### src/rtl/adder_pkg.sv
// Shared constants for the pipelined adder/subtractor: default width, op encoding
// and 16-bit saturation limits.
package adder_pkg;

  localparam int WIDTH_DEF = 16;

  localparam logic OP_ADD = 1'b0;
  localparam logic OP_SUB = 1'b1;

  // Clamp values used when saturation is built in (ADDER_SAT_EN) at the default width.
  localparam logic [15:0] SAT_POS_16 = 16'h7FFF;
  localparam logic [15:0] SAT_NEG_16 = 16'h8000;

endpackage

### src/rtl/adder_cla4.sv
// 4-bit carry-lookahead slice: local sum plus group propagate/generate for chaining.
module cla4 (
  input  logic [3:0] a,
  input  logic [3:0] b,
  input  logic       cin,
  output logic [3:0] sum,
  output logic       gp,
  output logic       gg
);

  logic [3:0] p;
  logic [3:0] g;
  logic [3:0] c;

  assign p = a ^ b;
  assign g = a & b;

  assign c[0] = cin;
  assign c[1] = g[0] | (p[0] & cin);
  assign c[2] = g[1] | (p[1] & g[0]) | (p[1] & p[0] & cin);
  assign c[3] = g[2] | (p[2] & g[1]) | (p[2] & p[1] & g[0]) | (p[2] & p[1] & p[0] & cin);

  assign sum = p ^ c;
  assign gp  = &p;
  assign gg  = g[3] | (p[3] & g[2]) | (p[3] & p[2] & g[1]) | (p[3] & p[2] & p[1] & g[0]);

endmodule

### src/rtl/adder.sv
// Pipelined add/subtract with carry, signed overflow and zero flags; PIPE output stages.
// Optional clamp-on-overflow is compiled in with the ADDER_SAT_EN macro.
module adder
  import adder_pkg::*;
#(
  parameter int WIDTH = WIDTH_DEF,
  parameter int PIPE  = 1
) (
  input  logic             clk,
  input  logic             rst_n,
  input  logic             in_valid,
  input  logic             sub,
  input  logic [WIDTH-1:0] a,
  input  logic [WIDTH-1:0] b,
  output logic [WIDTH-1:0] out,
  output logic             out_valid,
  output logic             cout,
  output logic             ovf,
  output logic             zero
);

  localparam int NSLICE = WIDTH / 4;
  localparam int MSB    = WIDTH - 1;

  logic [WIDTH-1:0]  b_eff;
  logic [WIDTH-1:0]  sum;
  logic [NSLICE:0]   carry;
  logic [NSLICE-1:0] gp;
  logic [NSLICE-1:0] gg;
  logic [WIDTH-1:0]  result_c;
  logic              ovf_c;
  logic              zero_c;

  // Subtraction is a + ~b + 1: invert b and inject the +1 as the carry-in.
  assign b_eff    = (sub == OP_ADD) ? b : ~b;
  assign carry[0] = (sub == OP_SUB);

  for (genvar i = 0; i < NSLICE; i++) begin : g_slice
    cla4 u_cla4 (
      .a   (a[4*i +: 4]),
      .b   (b_eff[4*i +: 4]),
      .cin (carry[i]),
      .sum (sum[4*i +: 4]),
      .gp  (gp[i]),
      .gg  (gg[i])
    );
    assign carry[i+1] = gg[i] | (gp[i] & carry[i]);
  end

  assign ovf_c = (a[MSB] == b_eff[MSB]) && (sum[MSB] != a[MSB]);

`ifdef ADDER_SAT_EN
  localparam logic [WIDTH-1:0] SAT_POS = {1'b0, {(WIDTH-1){1'b1}}};
  localparam logic [WIDTH-1:0] SAT_NEG = {1'b1, {(WIDTH-1){1'b0}}};
  // Overflow direction follows the common operand sign.
  assign result_c = ovf_c ? (a[MSB] ? SAT_NEG : SAT_POS) : sum;
`else
  assign result_c = sum;
`endif

  assign zero_c = (result_c == '0);

  // Stage 1: data registers only load on accepted operations so idle cycles hold.
  logic             v1;
  logic [WIDTH-1:0] o1;
  logic             c1;
  logic             ov1;
  logic             z1;

  always_ff @(posedge clk) begin
    if (!rst_n) begin
      v1  <= 1'b0;
      o1  <= '0;
      c1  <= 1'b0;
      ov1 <= 1'b0;
      z1  <= 1'b1;
    end else begin
      v1 <= in_valid;
      if (in_valid) begin
        o1  <= result_c;
        c1  <= carry[NSLICE];
        ov1 <= ovf_c;
        z1  <= zero_c;
      end
    end
  end

  if (PIPE == 2) begin : g_pipe2
    logic             v2;
    logic [WIDTH-1:0] o2;
    logic             c2;
    logic             ov2;
    logic             z2;

    always_ff @(posedge clk) begin
      if (!rst_n) begin
        v2  <= 1'b0;
        o2  <= '0;
        c2  <= 1'b0;
        ov2 <= 1'b0;
        z2  <= 1'b1;
      end else begin
        v2 <= v1;
        if (v1) begin
          o2  <= o1;
          c2  <= c1;
          ov2 <= ov1;
          z2  <= z1;
        end
      end
    end

    assign out_valid = v2;
    assign out       = o2;
    assign cout      = c2;
    assign ovf       = ov2;
    assign zero      = z2;
  end else begin : g_pipe1
    assign out_valid = v1;
    assign out       = o1;
    assign cout      = c1;
    assign ovf       = ov1;
    assign zero      = z1;
  end

endmodule

### config.mk
export PLATFORM = sky130hd
export DESIGN_NAME = adder
export DESIGN_NICKNAME = d
export VERILOG_FILES = /design/src/rtl/adder_pkg.sv /design/src/rtl/adder_cla4.sv /design/src/rtl/adder.sv
export SDC_FILE = /design/constraint.sdc
export NUM_CORES = 1
export LEC_CHECK = 0
export ABC_AREA = 1
export BUFFER_PORTS_ARGS = -buffer_cell sky130_fd_sc_hd__buf_4
export CORE_MARGIN = 8
export CORE_UTILIZATION = 55
export CTS_CLUSTER_SIZE = 14
export DETAILED_ROUTE_END_ITERATION = 12
export PLACE_DENSITY = 0.93
export SLEW_MARGIN = 20
export SYNTH_ARGS = -nofsm -noshare
export SYNTH_HDL_FRONTEND = slang
export SYNTH_SLANG_ARGS = --single-unit
### constraint.sdc
create_clock -name clk -period 8 [get_ports clk]
set_input_delay 0.4 -clock clk [delete_from_list [all_inputs] [get_ports clk]]
set_output_delay 0.4 -clock clk [all_outputs]
set_load 0.01 [all_outputs]
# [After elaboration in Yosys (flattened, before gate mapping)]
# Index checks and enable logic that the tools add are counted.
[classes] muxes=1 bitwise_logic=113 eq_ne=2 reduce_logical=6
[ops] operator="bitwise AND 1 bit" count=60
[ops] operator="bitwise OR 1 bit" count=40
[ops] operator="bitwise XOR 4 bit" count=8
[ops] operator="bitwise AND 4 bit" count=4
[ops] operator="zero test 16 bit" count=1
[ops] operator="2-to-1 mux 16 bit" count=1
[ops] operator="inverter 16 bit" count=1
[ops] operator="AND reduction 4 bit" count=4
[ops] operator="== test 1 bit" count=1
[ops] operator="logical AND 1 bit" count=1
[ops] operator="inequality test 1 bit" count=1
[word_totals] word_cells=127 regBits=20 output_inout_bits=20 input_bits=36

# [Longest topological paths before layout]
[depth] word_depth=17 mapped_depth=26 depth_no_buf=24

# [Cells and area by module]
# A second synthesis with hierarchy kept.
[hier_totals] cells_unflattened=257 area_unflattened_um2=1786.7
[modules_own_cells] mod="adder" instances=1 seq_area_each_um2=400.4 cells_per_inst=125 area_each_um2=970.9
[modules_own_cells] mod="cla4" instances=4 seq_area_each_um2=0.0 cells_per_inst=33 area_each_um2=203.9

# [Worst setup path after synthesis]
# No wires, ideal clock.
[synth_path] path_type="input -> register" from="input sub" to="register z1 (netlist: zero)" path_buffers=2 slack_ns=4.866 setup_ns=0.058 arrival_ns=3.075 cell_stages=26 t_required_ns=7.942 cell_sequence="buf_6 > buf_2 > xor2_1 > ha_1 > inv_1 > nand2_1 > nand3_4 > nand2_4 > nand2_2 > nand2_4 > nand2_2 > nand2_2 > inv_1 > fa_1 > nand2_1 > nor2_1 > nand2_1 > nor2_1 > nand3_1 > nor2_1 > nand2_1 > nor2_1 > nand2_1 > nor2_2 > nand2_1 > nand2_1"
[synth_between] elab_chain_cells=15 elab_cells_between_ends=107 classes_between="1 x mux; 102 x bitwise; 4 x reduce/logical"
[synth_rtl] element="start: declaration" line_no="adder.sv:12" text="input logic sub,"
[synth_rtl] element="2-to-1 mux 16 bit" line_no="adder.sv:35" text="assign b_eff = (sub == OP_ADD) ? b : ~b;"
[synth_rtl] element="bitwise XOR 4 bit or bitwise AND 4 bit (tied branches)" line_no="adder_cla4.sv:15, adder_cla4.sv:16"
[synth_rtl] element="bitwise AND 1 bit" line_no="adder_cla4.sv:25" text="assign gg = g[3] | (p[3] & g[2]) | (p[3] & p[2] & g[1]) | (p[3] & p[2] & p[1] & g[0]);"
[synth_rtl] element="bitwise OR 1 bit or bitwise AND 1 bit (tied branches) (2 in a row)" line_no="adder_cla4.sv:25"
[synth_rtl] element="bitwise OR 1 bit" line_no="adder_cla4.sv:25"
[synth_rtl] element="bitwise OR 1 bit" line_no="adder.sv:47" text="assign carry[i+1] = gg[i] | (gp[i] & carry[i]);"
[synth_rtl] element="bitwise AND 1 bit" line_no="adder.sv:47"
[synth_rtl] element="bitwise OR 1 bit" line_no="adder.sv:47"
[synth_rtl] element="bitwise AND 1 bit" line_no="adder.sv:47"
[synth_rtl] element="bitwise OR 1 bit" line_no="adder.sv:47"
[synth_rtl] element="bitwise AND 1 bit (on tied branches)" line_no="adder_cla4.sv:19, adder_cla4.sv:20, adder_cla4.sv:21"
[synth_rtl] element="bitwise OR 1 bit (on tied branches)" line_no="adder_cla4.sv:19, adder_cla4.sv:20, adder_cla4.sv:21"
[synth_rtl] element="bitwise XOR 4 bit" line_no="adder_cla4.sv:23" text="assign sum = p ^ c;"
[synth_rtl] element="zero test 16 bit *" line_no="adder.sv:61" text="assign zero_c = (result_c == '0);"
[synth_rtl] element="end signal: assignment" line_no="adder.sv:83" text="z1 <= zero_c;"
[synth_rtl] element="end: declaration" line_no="adder.sv:68" text="logic z1;"
# Mark *: on every way between the ends. The rest lies on a longest branch, timed or not.
# A chain may end at the register's enable or synchronous reset.

# [Final worst setup path]
# Ends and elaborated chain as after synthesis.

==> results.py <==
metrics = {
    "floorplan": {
        "die_w_um": 71.69,
        "initial_core_util_pct": 56.79,
        "num_rows": 20,
        "dieArea_mm2": 0.005139,
        "core_mm2": 0.003003,
        "die_h_um": 71.69,
        "num_io_pins": 56,
    },
    "logic_synthesis": {
        "yosysSeqAreaShare_pct": 23.48,
        "synth_cell_type_count": 30,
        "avgSynthCellArea_um2": 7.047,
        "syn_inst": 242,
        "yosys_warnings": 0,
        "synth_area_mm2": 0.001705,
        "ys_seq_elements": 20,
        "syn_nets": 297,
    },
    "clock_tree": {
        "cts_tree": "built",
        "cts_resized": 0,
        "cts_max_level": 1,
        "cts_inserted_buffers": 3,
        "clkLatencyLatePin_ns": 0.30,
        "cts-root-buf": "clkbuf_4",
        "cts_max_path_buffers": 2,
        "cts_sinks": 20,
        "hold_buffers": 0,
        "path_clk_slew_ns": 0.10,
        "post-cts-setup-buffers": 0,
    },
    "global_routing": {
        "grt_use_met3_pct": 2.929,
        "grt_max_degree": 30,
        "grt_pass1_wl_um": 7403,
        "grt_pass1_vias": 1806,
        "grt_use_total_pct": 17.18,
        "gr-total-overflow": 0,
        "use_met1_pct": 18.51,
        "busiest_layer": "met2",
        "antenna_found_initial": 0,
        "groute.layer.met2.usage_pct": 32.19,
    },
    "timing": {
        "slew_headroom_pct": 79.76,
        "period_needed_ns": 3.076,
        "setup_tns_ns": 0,
        "finClkSkew_ns": 0,
        "final_max_slew_viol_count": 0,
        "rsz0062_at_grt": "no",
        "hold_viol": 0,
        "fin_crit_sh_pct": 38.45,
        "setup_viol": 0,
        "tightest_slew_ns": 0.3014,
        "fmax_ghz": 0.3251,
    },
    "route": {
        "vias": 1692,
        "drc": 0,
        "drtIter0Drc": 124,
        "final_antenna_net_count": 0,
        "wl_per_cell_um": 12.96,
        "drt_pass1_iterations": 4,
        "wl_um": 4239,
        "via_per_inst": 5.174,
    },
    "critical_path": {
        "cpPeakStageDelay_ns": 0.49,
        "cp_max_fo": 19,
        "cpMostUsedCell": "nand2_1",
        "cp-start-kind": "primary input",
        "crit_type": "in2reg",
        "rr_startpoint": "out[3]",
        "reg2regPathDepth": 4,
        "cp_data_required_time_ns": 8.25,
        "regToRegSetupSlack_ns": 7.28,
        "crit_path_top_delay_cell": "fa_1",
        "rr_endpoint": "out[3]",
        "arrival_ns": 3.33,
        "path_cells": "buf_4, xor2_1, ha_1, nand2_1, nor3_1, nor2_1, nand2_4, nand2_2, nand2_2, inv_1, fa_1, nand2_1, nor2_1, nand2_1, nor2_1, nand3_1, nor2_1, nand2_1, nor2_1, nand2_1, nor2_2, nand2_1, nand2_1",
        "crit_path_end_kind": "flop",
    },
    "pwr": {
        "p_sw_uw": 129.5,
        "p_comb_share_pct": 50.1,
        "seqPwrFrac_pct": 35.5,
        "leakage_nw": 1.204,
        "peakVddDrop_v": 0.00006205,
        "powerDensity_mw_per_mm2": 152.5,
        "power.share.switching_pct": 39.48,
        "clockPowerShare_pct": 14.4,
        "power.internal_uw": 198.5,
    },
    "cells_and_area": {
        "nets": 351,
        "mostFrequentLayoutCell": "buf_4",
        "diodes": 0,
        "layout_common_cells": "buf_4, nand2_1, inv_1",
        "drive_gt1_share_pct": 24.83,
        "area_delta_synth_final_pct": 26.12,
        "design_area_mm2": 0.002151,
    },
    "place": {
        "numPortBuffers": 55,
        "hpwl_um": 3472,
        "postPlaceCellArea_mm2": 0.002128,
        "place.gp.congestion": 0.8365,
    },
    "min_path": {
        "min_to": "ovf",
        "hold_class": "in2reg",
        "worstHoldPathCells": 4,
        "hp-start": "a[15]",
    },
    "job": {
        "drv_cap": 0,
    },
    "run_status": {
        "status": "completed",
    },
}
synthesized netlist by cell type, drive strengths merged:
library cell / number / area (µm²)
dfxtp: 20 / 400.4
nand4: 1 / 6.260
a21oi: 13 / 68.82
nand3: 13 / 82.58
buf: 4 / 23.77
o211ai: 7 / 52.55
xor2: 17 / 148.9
nor2: 25 / 96.35
xnor2: 4 / 35.03
o21ai: 11 / 55.05
a21o: 1 / 7.510
clkinv: 1 / 3.750
nand3b: 3 / 22.52
nand2: 58 / 262.8
fa: 3 / 60.06
nor3: 2 / 10.01
ha: 16 / 200.2
inv: 39 / 146.4
o21bai: 2 / 15.01
clkbuf: 2 / 7.510
through the flow:
stage	setup WS [ns]	util, %	total power, mW	hold slack (ns)	std cells
after floorplan	4.866	-	0.2265	0.4900	242
after global placement	4.832	70.88	0.2751	0.4600	324
after detailed placement	4.717	70.88	0.2807	0.4693	324
after CTS	4.936	71.63	0.3270	0.3962	327
after global routing	4.536	71.63	0.3522	0.4194	327
final	4.924	71.63	0.3280	0.3948	327
per-layer routing:
| metal | vias up | wire length [µm] | share of wire [%] |
|---|---|---|---|
| li1 | 869 | - | - |
| met1 | 755 | 1751 | 41 |
| met2 | 59 | 2164 | 51 |
| met3 | 9 | 249 | 5.9 |
| met4 | 0 | 74 | 1.7 |
| met5 | - | 0 | 0 |
power by group through the flow:
stage / Combinational [mW] / Sequential [mW] / Clock (mW)
floorplan: 0.104 / 0.123 / 0
global placement: 0.157 / 0.118 / 0
detailed placement: 0.162 / 0.119 / 0
CTS: 0.164 / 0.116 / 0.0467
global route: 0.184 / 0.117 / 0.0508
finish: 0.164 / 0.117 / 0.0471
area by class of cell:
| class | count | area, µm² |
|---|---|---|
| Tap cell | 33 | 41.29 |
| Timing Repair Buffer | 55 | 412.9 |
| Sequential cell | 20 | 400.4 |
| Multi-Input combinational cell | 176 | 1124 |
| Inverter | 40 | 150.1 |
| Clock buffer | 3 | 22.52 |
| Fill cell | 241 | 852.1 |
worst max-delay path, delay by kind of cell:
family | cells | cell delay (ns)
xor gates and xnor gates | 1 | 0.19
buffers and inverters | 2 | 0.27
adders and majority gates | 2 | 0.87
and+or+nand+nor | 18 | 1.55
sequential cells by signal, indices dropped and copies added (netlist names):
name and count:
cout 1, out 16, out_valid 1, ovf 1
zero 1
worst max path at each step:
| stage | startpoint | endpoint | slack (ns) | depth (start not counted) |
|---|---|---|---|---|
| final | sub | zero | 4.92 | 23 |
| after global routing | sub | zero | 4.54 | 23 |
| after CTS | sub | zero | 4.94 | 25 |
| after detailed placement | sub | zero | 4.72 | 25 |
| after global placement | sub | zero | 4.83 | 25 |
| after floorplan | sub | zero | 4.87 | 26 |
kinds of logic (layout without fill, tap and decap cells):
logic type / after synthesis / count (layout) / share of synthesized area, %
adders and majority gates: 19 / 19 / 15.26
buffers and inverters: 46 / 98 / 10.64
and+or+nand+nor: 102 / 102 / 28.17
AOI/OAI and AO/OA: 34 / 34 / 11.67
xor gates and xnor gates: 21 / 21 / 10.78
DFF: 20 / 20 / 23.48
No activity file was read; power rests on OpenSTA's default activity.
